$ cat config.mk
export PLATFORM = sky130hd
export DESIGN_NAME = hazard_scoreboard
export DESIGN_NICKNAME = d
export VERILOG_FILES = /design/src/rtl/hazard_scoreboard.sv
export SDC_FILE = /design/constraint.sdc
export NUM_CORES = 1
export LEC_CHECK = 0
export ABC_CLOCK_PERIOD_IN_PS = 3400
export CAP_MARGIN = 20
export CORE_UTILIZATION = 52
export CTS_BUF_LIST = sky130_fd_sc_hd__clkbuf_8
export CTS_CLUSTER_DIAMETER = 50
export CTS_CLUSTER_SIZE = 8
export DETAILED_ROUTE_END_ITERATION = 8
export GPL_ROUTABILITY_DRIVEN = 0
export PLACE_DENSITY = 0.84
export SLEW_MARGIN = 20
export SYNTH_ARGS = -nofsm -noshare
export SYNTH_HDL_FRONTEND = slang
export SYNTH_SLANG_ARGS = --single-unit
$ cat constraint.sdc
create_clock -name clk -period 3.4 [get_ports clk]
set_input_delay 0.68 -clock clk [delete_from_list [all_inputs] [get_ports clk]]
set_output_delay 0.68 -clock clk [all_outputs]
set_load 0.02 [all_outputs]
$ cat src/rtl/hazard_scoreboard.sv
`default_nettype none
// ============================================================================
// Module   : hazard_scoreboard
// Brief    : Tracks in-flight load/MDU destinations and stalls dependent IDs.
// Revision : 1.0 - initial release
// ============================================================================
module hazard_scoreboard #(
    parameter int RF_AWIDTH = 5,
    parameter int NUM_PEND  = 4,
    parameter int LOAD_LAT  = 1,
    parameter int MDU_LAT   = 8
) (
    input  logic                 clk,
    input  logic                 rst_n,
    input  logic                 id_valid,
    input  logic [RF_AWIDTH-1:0] id_rs1,
    input  logic [RF_AWIDTH-1:0] id_rs2,
    input  logic                 id_rs1_used,
    input  logic                 id_rs2_used,
    input  logic [RF_AWIDTH-1:0] id_rd,
    input  logic [1:0]           id_kind,
    input  logic                 branch_taken,
    input  logic                 jump_taken,
    input  logic                 flush_all,
    output logic                 data_stall,
    output logic                 ctrl_flush,
    output logic [3:0]           pend_cnt,
    output logic [31:0]          stall_cycles
);

    localparam logic [3:0]     c_LOAD_CNT = 4'(LOAD_LAT);
    localparam logic [3:0]     c_MDU_CNT  = 4'(MDU_LAT);
    localparam logic [1:0]     c_KIND_LOAD = 2'd1;
    localparam logic [1:0]     c_KIND_MDU  = 2'd2;
    localparam logic [3:0]     c_NUM_PEND  = 4'(NUM_PEND);

    logic [NUM_PEND-1:0]  r_valid;
    logic [RF_AWIDTH-1:0] r_rd  [NUM_PEND];
    logic [3:0]           r_cnt [NUM_PEND];
    logic [31:0]          r_stall_cycles;

    logic                 w_writes_late;
    logic                 w_match_rs1;
    logic                 w_match_rs2;
    logic                 w_match_rd;
    logic                 w_hit_rs1;
    logic                 w_hit_rs2;
    logic                 w_waw;
    logic                 w_full_stall;
    logic                 w_data_stall;
    logic                 w_issue;
    logic                 w_alloc;
    logic                 w_free_found;
    logic [NUM_PEND-1:0]  w_alloc_oh;
    logic [3:0]           w_pend_cnt;

    // Only loads and MDU ops with a real destination ever occupy an entry.
    assign w_writes_late = ((id_kind == c_KIND_LOAD) || (id_kind == c_KIND_MDU))
                           && (id_rd != '0);

    always_comb begin
        w_match_rs1  = 1'b0;
        w_match_rs2  = 1'b0;
        w_match_rd   = 1'b0;
        w_free_found = 1'b0;
        w_alloc_oh   = '0;
        w_pend_cnt   = 4'd0;
        for (int i = 0; i < NUM_PEND; i++) begin
            if (r_valid[i]) begin
                if (r_rd[i] == id_rs1) w_match_rs1 = 1'b1;
                if (r_rd[i] == id_rs2) w_match_rs2 = 1'b1;
                if (r_rd[i] == id_rd)  w_match_rd  = 1'b1;
                w_pend_cnt = w_pend_cnt + 4'd1;
            end else if (!w_free_found) begin
                w_alloc_oh[i] = 1'b1;
                w_free_found  = 1'b1;
            end
        end
    end

    assign ctrl_flush   = branch_taken | jump_taken;
    assign w_hit_rs1    = id_rs1_used && (id_rs1 != '0) && w_match_rs1;
    assign w_hit_rs2    = id_rs2_used && (id_rs2 != '0) && w_match_rs2;
    assign w_waw        = w_writes_late && w_match_rd;
    // Occupancy is the registered count; an entry retiring this cycle does not help.
    assign w_full_stall = w_writes_late && (w_pend_cnt == c_NUM_PEND);
    assign w_data_stall = id_valid && !ctrl_flush && !flush_all
                          && (w_hit_rs1 || w_hit_rs2 || w_waw || w_full_stall);
    assign w_issue      = id_valid && !w_data_stall && !ctrl_flush && !flush_all;
    assign w_alloc      = w_issue && w_writes_late && w_free_found;

    assign data_stall   = w_data_stall;
    assign pend_cnt     = w_pend_cnt;
    assign stall_cycles = r_stall_cycles;

    generate
        for (genvar g = 0; g < NUM_PEND; g++) begin : g_entry
            always_ff @(posedge clk or negedge rst_n) begin
                if (!rst_n) begin
                    r_valid[g] <= 1'b0;
                    r_rd[g]    <= '0;
                    r_cnt[g]   <= 4'd0;
                end else if (flush_all) begin
                    r_valid[g] <= 1'b0;
                    r_cnt[g]   <= 4'd0;
                end else if (w_alloc && w_alloc_oh[g]) begin
                    r_valid[g] <= 1'b1;
                    r_rd[g]    <= id_rd;
                    r_cnt[g]   <= (id_kind == c_KIND_LOAD) ? c_LOAD_CNT : c_MDU_CNT;
                end else if (r_valid[g]) begin
                    if (r_cnt[g] == 4'd1) begin
                        r_valid[g] <= 1'b0;
                    end
                    r_cnt[g] <= r_cnt[g] - 4'd1;
                end
            end
        end
    endgenerate

    always_ff @(posedge clk or negedge rst_n) begin
        if (!rst_n) begin
            r_stall_cycles <= 32'd0;
        end else if (w_data_stall && (r_stall_cycles != 32'hFFFF_FFFF)) begin
            r_stall_cycles <= r_stall_cycles + 32'd1;
        end
    end

endmodule
`default_nettype wire

* Yosys cells after proc, flatten, opt, wreduce, memory -nomap -nowiden *
Cells that the tools add are included.
W data, S select, Z words.

storage, ports and cells
  memories kept = 0
  word-level logic and storage cells = 148
  flip-flop bits (word level) = 72
  bits in latches = 0
  memory bits (writable) = 0
  ROM bits = 0
  output and inout port bits = 38

operators by class
  multipliers = 0
  magnitude comparators = 0
  mux-type cells = 67
  equality and inequality tests = 20
  reductions and logical operators = 38
  bitwise gates (word level) = 2
  divide/modulo/power cells = 0
  shift-type cells = 0
  $add $sub $neg = 8

operator list
  kind                     count
  $mux W4                  16
  $eq A5 B5 Y1             12
  $mux W1                  51
  $add A32 B1 Y32 const B  1
  $ne A32 B32 Y1 const B   1
  $logic_and A1 B1 Y1      20
  $eq A4 B1 Y1 const B     4
  $sub A4 B1 Y4 const B    4
  $reduce_bool A5 Y1       3
  $add A4 B1 Y4 const B    3
  $reduce_bool A3 Y1       4
  $reduce_and A2 Y1        4
  $eq A4 B3 Y1 const B     1
  $logic_or A1 B1 Y1       4
  $logic_not A1 Y1         3
  $eq A2 B1 Y1 const B     1
  $eq A2 B2 Y1 const B     1
  $not A1 Y1               1
  $or A1 B1 Y1             1

* Logic depth before layout (Yosys ltp) *
  depth in word-level cells = 23
  mapped depth = 13

* Least setup slack after synthesis *
OpenSTA, ideal clock, no wires.

  kind = reg-to-output
  start = reg r_valid[0]
  end = out data_stall
  data required time = 2.720 ns
  buffers on the path = 1
  path slack = -0.304 ns
  cell stages (with the launch flop) = 12
  data arrival time = 3.024 ns
  cell sequence = dfrtp_1 -> clkbuf_1 -> inv_1 -> ha_1 -> xor2_1 -> ha_1 -> nand2_1 -> xor2_1 -> or3b_2 -> a21oi_1 -> o21ai_1 -> inv_1

on the way
  elaborated cells between the ends (all ways) = 37
  classes of those cells = add/sub: 3; eq/ne: 1; mux: 25; reduce/logical: 8

RTL lines
  element                          RTL line  RTL
  start, declared                  37        logic [NUM_PEND-1:0] r_valid;
  start signal, assigned by index  100       r_valid[g] <= 1'b0;
  start signal, assigned by index  104       r_valid[g] <= 1'b0;
  start signal, assigned by index  107       r_valid[g] <= 1'b1;
  $mux W1 (*)                      69        if (r_valid[i]) begin
  $add A4 B1 Y4                    73        w_pend_cnt = w_pend_cnt + 4'd1;
  $mux W4 (*)                      69
  $add A4 B1 Y4                    73
  $mux W4 (*)                      69
  $add A4 B1 Y4                    73
  $mux W4 (*)                      69
  via pend_cnt[2]                  27        output logic [3:0] pend_cnt,
  $eq A4 B3 Y1 (*)                 86        assign w_full_stall = w_writes_late && (w_pend_cnt == c_NUM_PEND);
  $logic_and A1 B1 Y1 (*)          86
  $logic_or A1 B1 Y1 (*)           88        && (w_hit_rs1 || w_hit_rs2 || w_waw || w_full_stall);
  $logic_and A1 B1 Y1 (*)          88
  end, declared                    25        output logic data_stall,

Mark *: on every way through the listed nets, which the timed path passes. The rest lies on a longest branch.

* Final worst setup path *
  start = reg r_valid[1]
  end = out data_stall

on the way
  word-level cells in the longest chain between the ends = 10
  elaborated cells between the ends (all ways) = 29
  classes of those cells = add/sub: 2; eq/ne: 1; mux: 18; reduce/logical: 8

ends and longest elaborated chain
  element                                                RTL line
  branches (longest 8 deep; another with $add A4 B1 Y4)  n/a
  $logic_or A1 B1 Y1 (*)                                 88
  $logic_and A1 B1 Y1 (*)                                88

Mark *: on every way between the ends.

==> key figures <==
Run status
  • Status: finished clean

Yosys
  • Yosys reg bits: 72
  • Post-synth net total: 486
  • EDFF count, synth: 0
  • Count of yosys warnings during synthesis: 0
  • Fraction of synthesis flops using an asynchronous set or reset pin: 100%
  • Synthesized netlist cell count: 446
  • Post-synthesis instance area: 0.00451 sq mm
  • Number of distinct library cell variants in the gate-level netlist after synthesis: 52
  • Post-synthesis average cell area: 10.1 sq um
  • Most frequently used flop master after synthesis: dfrtp_1
  • Share of synthesized area occupied by flip-flops and latches: 40.0%

Drt
  • Vias: 3636
  • DRC: 0
  • Number of detailed-routing iterations run before antenna repair: 4
  • Post-detailed-route via-to-cell ratio: 5.59
  • Wire length reported by the detailed router: 11300 microns
  • Remaining antenna violation count after routing: 0
  • Iteration-0 DRC Markers: 220
  • Routed length per placed instance: 17.4 microns

Clocking
  • Bufs on Longest Clock Path: 2
  • CTS Hold Bufs: 0
  • Clock Tree Root: clkbuf_8
  • Clock-pin slew on the worst setup and hold paths: 0.09 ns
  • Clock tree from TritonCTS: yes
  • Count of clock tree sinks: 72
  • H-tree level count: 3
  • TritonCTS Buffers: 9
  • Clock latency of the later-clocked register in the worst-skew pair: 0.35 ns

Global routing
  • Wire length of the first global-routing pass: 18300 microns
  • GRT Residual Overflow: 0
  • Number of global-route vias before repair: 3861
  • Antenna violations before repair: 0
  • Combined global-route utilization of all metal layers: 26.3%
  • Largest net degree at the start of global routing: 73

Layout
  • Most frequent standard cell in the layout excluding fill and tap cells: dfrtp_1
  • Area growth from synthesis to final layout: 27.6%
  • Filler cells: 600
  • Total non-filler cell area in the finished layout: 0.00575 sq mm
  • Share of post-route cells with drive strength above 1: 22.0%
  • Antenna cells: 0
  • Leading cell types in the layout, fill and taps excluded: dfrtp_1, xor2_1, clkdlybuf4s50_1
  • Number of nets at the end of the flow: 581

Worst setup path
  • Arrival time at the worst endpoint: 2.69 ns
  • Worst Path Class, Setup: flop to output pin
  • Cell-by-cell trace of the critical path: inv_2 > ha_4 > xor2_4 > ha_4 > mux2_2 > or3b_4 > a21oi_4 > o21ai_4 > inv_2 > buf_6
  • Critical path fanouts, max: 3
  • Standard cell with the maximum stage delay on the critical path: or3b_4
  • Critical Path RT: 2.72 ns
  • CP peak stage delay: 0.42 ns
  • Worst Setup End Kind: output pin
  • Critical path startpoint category: flop

Placement
  • Port bufs: 61
  • Post-place instance area: 0.00550 sq mm
  • Detailed-placement wirelength estimate: 8050 microns

Floorplan
  • Overall die area: 0.00905 sq mm
  • Initial Utilization: 54.3%
  • Floorplan core area: 0.00830 sq mm
  • I/O pin count: 63
  • Height of the die: 95.1 microns
  • Total number of placement rows: 33
  • Die outline width: 95.1 microns

Timing
  • Highest clock frequency the design can meet: 297 MHz
  • Number of slew-limit violations in the final report: 0
  • RSZ-0062 raised after global routing: true
  • Worst setup skew after layout: 0.0130 ns
  • Hold Vio Cnt, Final: 0
  • Number of endpoints failing setup at the final stage: 0
  • Final period utilization: 99.0%
  • Transition time at the pin with the least slew margin: 0.930 ns
  • Clock period minus worst slack: 3.37 ns
  • Worst slew slack as a fraction of its limit: 38.0%
  • Setup TNS Final: 0 ns

Power and ir drop
  • Ratio of total power to cell area: 309 mW/mm^2
  • Power after layout: 1.78 mW
  • Leakage component of the power: 2.66 nW
  • Peak ir drop on the vdd network: 219 uV

Hold path
  • Hold/Removal Path Class: flop to flop

Flow run
  • Maximum Capacitance Violations: 0
[synth_stat cells (5+ instances only)]
master,n,area (sq um)
nor2_1,18,67.6
xnor2_1,31,272
inv_1,23,86.3
and3_1,9,56.3
mux2_4,6,90.1
mux2_2,17,191
dfrtp_1,72,1800
buf_2,12,60.1
xor2_1,73,639
nor3_1,24,120
buf_4,5,37.5
a21oi_1,8,40.0
nand4_1,5,31.3
nand2_1,24,90.1
nand3_1,26,130
nor4_1,17,106
ha_1,15,188
[critical path, delay by kind of cell (launching register included)]
kind / cells / cell delay, ns
XOR/XNOR: 1 / 0.18
AO/OA/AOI/OAI: 2 / 0.32
flip-flops: 1 / 0.40
adder cells (fa/ha/maj): 2 / 0.50
multiplexers: 1 / 0.27
buffers and inverters: 3 / 0.25
AND/OR/NAND/NOR: 1 / 0.42
[routing by layer]
layer / vias up / wire length [microns] / share of wire [%] / GRT usage, %
met5: - / 0 / 0 / 0
met4: 0 / 173 / 1.5 / 11.4
met3: 20 / 693 / 6.1 / 4.07
met2: 128 / 5630 / 50 / 44.9
met1: 1779 / 4810 / 43 / 32.8
li1: 1709 / - / - / -
[state kept, by name (all words and copies together) (netlist names)]
register	count
stall_cycles	32
r_rd	20
r_cnt	16
r_valid	4
[final timing paths]
path | start | to | slack (ns) | cells after the start
min reg2reg | stall_cycles[29] | stall_cycles[29] | 0.50 | 1
min in group asynchronous | rst_n | r_rd[4] | 0.54 | 2
max reg2reg | r_valid[1] | stall_cycles[23] | 0.29 | 12
max | r_valid[1] | data_stall | 0.03 | 10
max in group asynchronous | rst_n | r_cnt[4] | 2.25 | 2
min | stall_cycles[29] | stall_cycles[29] | 0.50 | 1
[power breakdown]
part | leakage, nW | total (mW) | switching, mW | internal [mW]
Sequential | 0.976 | 0.918 | 0.0407 | 0.877
Clock | 0.0822 | 0.632 | 0.362 | 0.270
Combinational | 1.60 | 0.227 | 0.108 | 0.118
Total | 2.66 | 1.78 | 0.511 | 1.27
[cell families (layout without fill, tap and decap cells)]
logic type,count (synthesis),in the layout,synth area share (%)
buf+inv,49,149,5.33
mux,27,27,7.16
simple gates,151,151,18.8
xor+xnor,104,104,20.2
compound gates,27,27,4.33
fa+ha+maj,15,15,4.16
flops,72,72,40.0
other cells,1,1,0.0832
[what timing repair did]
action	in CTS	in global routing
pin swaps	2	6
gates resized for setup	6	9
hold endpoints to repair	0	0
setup buffers	2	2
cloned	0	0
setup endpoints to repair	1	1
[final cells by class]
class,instances,area [sq um],area share (%)
clock buffers,9,124,2.15
clock inverters,7,53.8,0.935
inverters,23,86.3,1.50
multi-input cells,325,2560,44.4
flip-flops and latches,72,1800,31.3
well taps,105,131,2.28
repair buffers,110,1000,17.4
[metrics by stage]
| stage | setup WS, ns | util (%) | hold slack (ns) | std cells |
|---|---|---|---|---|
| after floorplan | 0.0320 | - | 0.384 | 446 |
| after global placement | -0.296 | 66.2 | 0.479 | 631 |
| after detailed placement | -0.419 | 66.2 | 0.487 | 631 |
| after CTS | 0.0184 | 68.6 | 0.507 | 649 |
| after global routing | -0.0469 | 69.3 | 0.530 | 651 |
| final | 0.0336 | 69.3 | 0.502 | 651 |
Power figures use the tool's default switching activity.
